===== config.mk =====
export PLATFORM = sky130hd
export DESIGN_NAME = log_unit_pipe
export DESIGN_NICKNAME = d
export VERILOG_FILES = /design/src/rtl/log_unit_pipe.sv
export SDC_FILE = /design/constraint.sdc
export NUM_CORES = 2
export LEC_CHECK = 0
export BUFFER_PORTS_ARGS = -buffer_cell sky130_fd_sc_hd__clkbuf_2
export CAP_MARGIN = 15
export CORE_UTILIZATION = 50
export CTS_CLUSTER_DIAMETER = 100
export DETAILED_ROUTE_END_ITERATION = 8
export PLACE_DENSITY = 0.77
export REMOVE_ABC_BUFFERS = 1
export SKIP_LAST_GASP = 1
export SLEW_MARGIN = 20
export SYNTH_ARGS = -nofsm -noshare
export SYNTH_HDL_FRONTEND = slang
export SYNTH_SLANG_ARGS = --single-unit
export TNS_END_PERCENT = 50

===== constraint.sdc =====
create_clock -name clk -period 21.3 [get_ports clk]
set_input_delay 4.26 -clock clk [delete_from_list [all_inputs] [get_ports clk]]
set_output_delay 4.26 -clock clk [all_outputs]
set_load 0.05 [all_outputs]

===== src/rtl/log_unit_pipe.sv =====
// rtl/log_unit_pipe.sv - seven-stage -2*ln(u) pipeline with an external coefficient ROM
// Range reduction, 2nd-order Horner polynomial and ln2 reconstruction under one global advance.
module log_unit_pipe #(
   parameter int IN_W  = 48,
   parameter int IDX_W = 8,
   parameter int OUT_W = 31,
   parameter int C2_W  = 13,
   parameter int C1_W  = 22,
   parameter int C0_W  = 30
) (
   input  logic                        clk,
   input  logic                        rst,
   input  logic                        in_valid,
   output logic                        in_ready,
   input  logic [IN_W-1:0]             u0,
   output logic [IDX_W-1:0]            coef_idx,
   output logic                        coef_en,
   input  logic [C2_W+C1_W+C0_W-1:0]   coef_in,
   output logic                        out_valid,
   input  logic                        out_ready,
   output logic [OUT_W-1:0]            e,
   output logic                        e_sat
);

   localparam int F    = IN_W - IDX_W;
   localparam int EX_W = $clog2(IN_W + 2);
   localparam int P1_W = C2_W + F;
   localparam int S1_W = C1_W + 1;
   localparam int P2_W = S1_W + F;
   localparam int Y_W  = C0_W + 2;
   localparam int D_W  = 37;
   localparam int E2_W = D_W + 1;
   localparam int SH1  = F + C2_W - C1_W;
   localparam int SH2  = F + C1_W - C0_W;
   localparam int ESH  = 30 - (OUT_W - 7);
   localparam logic [29:0] LN2 = 30'h2C5C85FD;

   logic                w_adv;
   logic [EX_W-1:0]     w_lz;
   logic [EX_W-1:0]     w_ex;
   logic [IN_W-1:0]     w_x;
   logic                w_zero;
   logic [C2_W-1:0]     w_c2;
   logic [C1_W-1:0]     w_c1;
   logic [C0_W-1:0]     w_c0;
   logic [P1_W-1:0]     w_p1;
   logic [S1_W-1:0]     w_s1;
   logic [P2_W-1:0]     w_p2;
   logic [D_W-1:0]      w_k;
   logic [Y_W-1:0]      w_y;
   logic [D_W-1:0]      w_d;
   logic [E2_W-1:0]     w_e2;
   logic                w_ovf;

   logic                r_v1, r_v2, r_v3, r_v4, r_v5, r_v6, r_v7;
   logic                r_z1, r_z2, r_z3, r_z4, r_z5, r_z6;
   logic [EX_W-1:0]     r_ex1, r_ex2, r_ex3, r_ex4;
   logic [F-1:0]        r_xf1, r_xf2, r_xf3, r_xf4;
   logic [IDX_W-1:0]    r_idx;
   logic [C1_W-1:0]     r_c1_3;
   logic [C0_W-1:0]     r_c0_3, r_c0_4, r_c0_5;
   logic [P1_W-1:0]     r_p1_3;
   logic [S1_W-1:0]     r_s1_4;
   logic [P2_W-1:0]     r_p2_5;
   logic [D_W-1:0]      r_k5;
   logic [D_W-1:0]      r_d6;
   logic [OUT_W-1:0]    r_e;
   logic                r_sat;

   assign w_adv     = out_ready | ~r_v7;
   assign in_ready  = w_adv;
   assign coef_en   = w_adv;
   assign coef_idx  = r_idx;
   assign out_valid = r_v7;
   assign e         = r_e;
   assign e_sat     = r_sat;

   // Highest set bit wins; an all-zero input reports IN_W leading zeros.
   always_comb begin
      w_lz = EX_W'(IN_W);
      for (int i = 0; i < IN_W; i++) begin
         if (u0[i]) w_lz = EX_W'(IN_W - 1 - i);
      end
   end

   assign w_ex   = w_lz + EX_W'(1);
   assign w_x    = u0 << w_ex;
   assign w_zero = ~|u0;

   assign w_c2 = coef_in[C2_W+C1_W+C0_W-1 -: C2_W];
   assign w_c1 = coef_in[C1_W+C0_W-1 -: C1_W];
   assign w_c0 = coef_in[C0_W-1:0];

   assign w_p1 = P1_W'(w_c2) * P1_W'(r_xf2);
   assign w_s1 = S1_W'(r_c1_3) + S1_W'(r_p1_3 >> SH1);
   assign w_p2 = P2_W'(r_s1_4) * P2_W'(r_xf4);
   assign w_k  = D_W'(r_ex4) * D_W'(LN2);
   assign w_y  = Y_W'(r_c0_5) + Y_W'(r_p2_5 >> SH2);
   assign w_d  = r_k5 - D_W'(w_y);

   // Doubling folds into the shift; anything above the output field means saturation.
   assign w_e2  = {r_d6, 1'b0} >> ESH;
   assign w_ovf = |w_e2[E2_W-1:OUT_W];

   always_ff @(posedge clk or posedge rst) begin
      if (rst) begin
         r_v1 <= 1'b0; r_v2 <= 1'b0; r_v3 <= 1'b0; r_v4 <= 1'b0;
         r_v5 <= 1'b0; r_v6 <= 1'b0; r_v7 <= 1'b0;
         r_z1 <= 1'b0; r_z2 <= 1'b0; r_z3 <= 1'b0;
         r_z4 <= 1'b0; r_z5 <= 1'b0; r_z6 <= 1'b0;
         r_ex1 <= '0; r_ex2 <= '0; r_ex3 <= '0; r_ex4 <= '0;
         r_xf1 <= '0; r_xf2 <= '0; r_xf3 <= '0; r_xf4 <= '0;
         r_idx <= '0;
         r_c1_3 <= '0; r_c0_3 <= '0; r_c0_4 <= '0; r_c0_5 <= '0;
         r_p1_3 <= '0; r_s1_4 <= '0; r_p2_5 <= '0; r_k5 <= '0;
         r_d6  <= '0;
         r_e   <= '0;
         r_sat <= 1'b0;
      end else if (w_adv) begin
         r_v1  <= in_valid;
         r_z1  <= w_zero;
         r_ex1 <= w_ex;
         r_idx <= w_x[IN_W-1 -: IDX_W];
         r_xf1 <= w_x[F-1:0];

         r_v2  <= r_v1;
         r_z2  <= r_z1;
         r_ex2 <= r_ex1;
         r_xf2 <= r_xf1;

         // ROM output now belongs to the sample leaving R2.
         r_v3   <= r_v2;
         r_z3   <= r_z2;
         r_ex3  <= r_ex2;
         r_xf3  <= r_xf2;
         r_c1_3 <= w_c1;
         r_c0_3 <= w_c0;
         r_p1_3 <= w_p1;

         r_v4   <= r_v3;
         r_z4   <= r_z3;
         r_ex4  <= r_ex3;
         r_xf4  <= r_xf3;
         r_c0_4 <= r_c0_3;
         r_s1_4 <= w_s1;

         r_v5   <= r_v4;
         r_z5   <= r_z4;
         r_c0_5 <= r_c0_4;
         r_p2_5 <= w_p2;
         r_k5   <= w_k;

         r_v6 <= r_v5;
         r_z6 <= r_z5;
         r_d6 <= w_d;

         r_v7 <= r_v6;
         if (r_z6 || w_ovf) begin
            r_e   <= '1;
            r_sat <= 1'b1;
         end else begin
            r_e   <= w_e2[OUT_W-1:0];
            r_sat <= 1'b0;
         end
      end
   end

endmodule


==> out/qor.csv <==
metric,value,unit
fin_cells,9225,
port_buffers,159,
min_path_type,reg2reg,
r2r_start,r_s1_4[11],
dr.pass1.iters,6,
ctsHoldBuffers,0,
die_h,370,um
register_area,0.0123,mm2
startpoint_type,input pin,
arrival,11.52,ns
wl,172000,um
initial_core_util,50.6,%
hold_viol,0,
min_period,11.06,ns
nFillCells,11711,
grt_pass1_vias,54808,
yosysWarnings,0,
slew_violations,0,
dr_total_vias,51399,
path_clk_slew,0.06,ns
synthMuxAreaShare,2.24,%
via_per_inst,5.57,
synth_top_area_share,37.4,%
fin_nets,9198,
root_buffer,clkbuf_16,
rsz0062_at_grt,false,
antenna_left,0,
period_share,51.9,%
synth-xor-area-share,1.34,%
r2r_cells,27,
hpwl,128000,um
synth_most_common_cell,nand2_1,
synthTopCellsByCount,"2,076 x nand2_1, 1,268 x fa_1, 1,258 x inv_1, 493 x dfrtp_1, 399 x ha_1",
outcome,"finished, final reports clean",
crit_end,r_p1_3[50],
clock_path_buffers,3,
drt_iter0_markers,4091,
cp-startpoint,coef_in[56],
cts_tree,done,
synth-adder-area-share,44.8,%
end_kind,flop,
clock_latency,0.64,ns
skew,0.0620,ns
synth-seq-area-share,18.2,%
final_core_util,53.6,%
critical_path_class,in2reg,
synth_enable_flop_cells,0,
tightest_slew,1.21,ns
synth_compound_area_share,5.83,%
reg2reg_setup_slack,11.19,ns
grt.total_usage,26.0,%
wl_per_cell,18.7,um
rr_endpoint,r_p2_5[61],
maxCapViolCount,0,
timing.fmax,90.4,MHz
ys_seq_elements,493,
grt_pass1_wl,286000,um
yosys_most_used_dff,dfrtp_1,
synth_cells,7535,
avgSynthCellArea,9.00,um2
cts_resized,0,
ios,160,
clock-sinks,493,
cts_setup_buffers,0,
synth_top_family_by_area,adder cells,
drc_errors,0,
area_delta_synth_final,5.87,%
diodes,0,
coreArea,0.134,mm2
syn_area,0.0678,mm2
relSlewSlack,19.5,%
setup_viol,0,
multiInputGateArea,0.0492,mm2
drive_gt1_share,5.77,%
rows,134,
place_congestion,0.935,
cts_made_buffers,51,
synth_cell_types,95,
h-tree-depth,2,
async_reset_ff_share,100,%
setup_tns,0,ns
dpl.cell_count,9129,
synth-simple-area-share,18.2,%
crit_required,21.76,ns
crit_fanout,40,
grt_max_degree,119,
dieArea,0.137,mm2
yosysTopAreaCell,fa_1,
antenna_found_initial,2,
overflow,0,
netlist_top_cells_area,"fa_1 37%, dfrtp_1 18%, nand2_1 11%",
fp.dieW,370,um
## critical path: stages
cell and delay, ns:
clkbuf_2 0.78, nand2_1 0.18, fa_1 0.62, fa_1 0.45
fa_1 0.51, fa_1 0.49, inv_1 0.05, fa_1 0.43
ha_1 0.30, a21o_1 0.18, a2111oi_0 0.75, o2111ai_1 0.28
o211a_1 0.37, o21ai_1 0.33, a211oi_1 0.19, nor3_1 0.34
nor3_1 0.15, or3_1 0.40, a21oi_1 0.19, xor2_1 0.16
o21ai_0 0.10
## stage by stage
stage	setup slack [ns]	hold WS, ns	cell area (um2)
detailed placement	9.63	0.448	69900
global route	9.95	0.484	71800
global placement	9.81	0.449	69900
floorplan	-23.48	0.430	66200
CTS	10.30	0.458	71800
finish	10.24	0.465	71800
## cells by family (layout without fill, tap and decap cells)
kind of cell,Yosys count,in the layout
xor+xnor,99,99
compound gates,615,615
simple gates,2888,2888
buf+inv,1673,1595
fa+ha+maj,1667,1667
mux,100,100
flops,493,493
## placed cells by master (no fill, tap or decap), types with 13 or more instances in the layout
cell type / Yosys / layout
nor3_1: 50 / 50
nor2b_1: 17 / 16
o31ai_1: 28 / 28
xor2_1: 51 / 51
mux2i_1: 47 / 47
fa_1: 1268 / 1268
a211oi_1: 24 / 24
nor2_1: 182 / 182
o21ai_0: 153 / 153
nand4_1: 13 / 13
clkbuf_16: 0 / 52
clkbuf_2: 0 / 159
o21bai_1: 15 / 15
nand3_1: 67 / 67
nand2b_1: 17 / 17
o211ai_1: 17 / 17
mux4_2: 40 / 40
a21o_1: 36 / 36
xnor2_1: 44 / 44
inv_1: 1258 / 1257
and3_1: 16 / 16
a31oi_1: 15 / 15
a21oi_1: 163 / 163
buf_4: 5 / 78
or3_1: 29 / 29
nand2_1: 2076 / 2076
dfrtp_1: 493 / 483
o21a_1: 33 / 33
ha_1: 399 / 398
and2_1: 368 / 368
## sequential cells by signal, summed over array words and instances (netlist names), 6 cells and up
signal and count:
r_d6 32, r_xf2 40, r_ex3 6, e 31
r_k5 36, r_ex4 6, r_xf3 40, r_c1_3 22
r_ex2 6, r_c0_5 30, r_c0_3 30, r_p1_3 22
r_p2_5 31, r_ex1 6, r_xf4 40, coef_idx 8
r_c0_4 30, r_s1_4 23, r_xf1 40
## final cells by class
| cell class | count | area share, % |
|---|---|---|
| clock buffers | 64 | 1.96 |
| clock inverters | 32 | 0.744 |
| inverters | 1260 | 6.61 |
| multi-input cells | 5369 | 68.5 |
| flip-flops and latches | 493 | 17.2 |
| well taps | 1768 | 3.08 |
| repair buffers | 239 | 1.95 |
## routing by layer
| metal | vias to the layer above | routed length (um) | part of all wire (%) | GRT usage (%) |
|---|---|---|---|---|
| met2 | 2140 | 82900 | 48 | 42.9 |
| met1 | 26137 | 68300 | 40 | 34.6 |
| met3 | 500 | 13300 | 7.7 | 3.55 |
| li1 | 22622 | - | - | - |
| met5 | - | 0 | 0 | 0 |
| met4 | 0 | 7820 | 4.5 | 10.6 |
## worst min path at each step
stage                    start    endpoint  slack, ns  cells after the start
floorplan                 r_v6        r_v6       0.43                      2
global placement    r_c0_3[28]  r_c0_3[28]       0.45                      2
detailed placement        r_v6   out_valid       0.45                      1
CTS                  r_xf3[35]   r_xf4[35]       0.46                      2
global route        r_c0_3[14]  r_c0_3[14]       0.48                      2
finish              r_c0_3[28]  r_c0_3[28]       0.47                      2
Power is not shown: default switching activity piles up to over one toggle a cycle in this logic, so the estimate is an artifact.
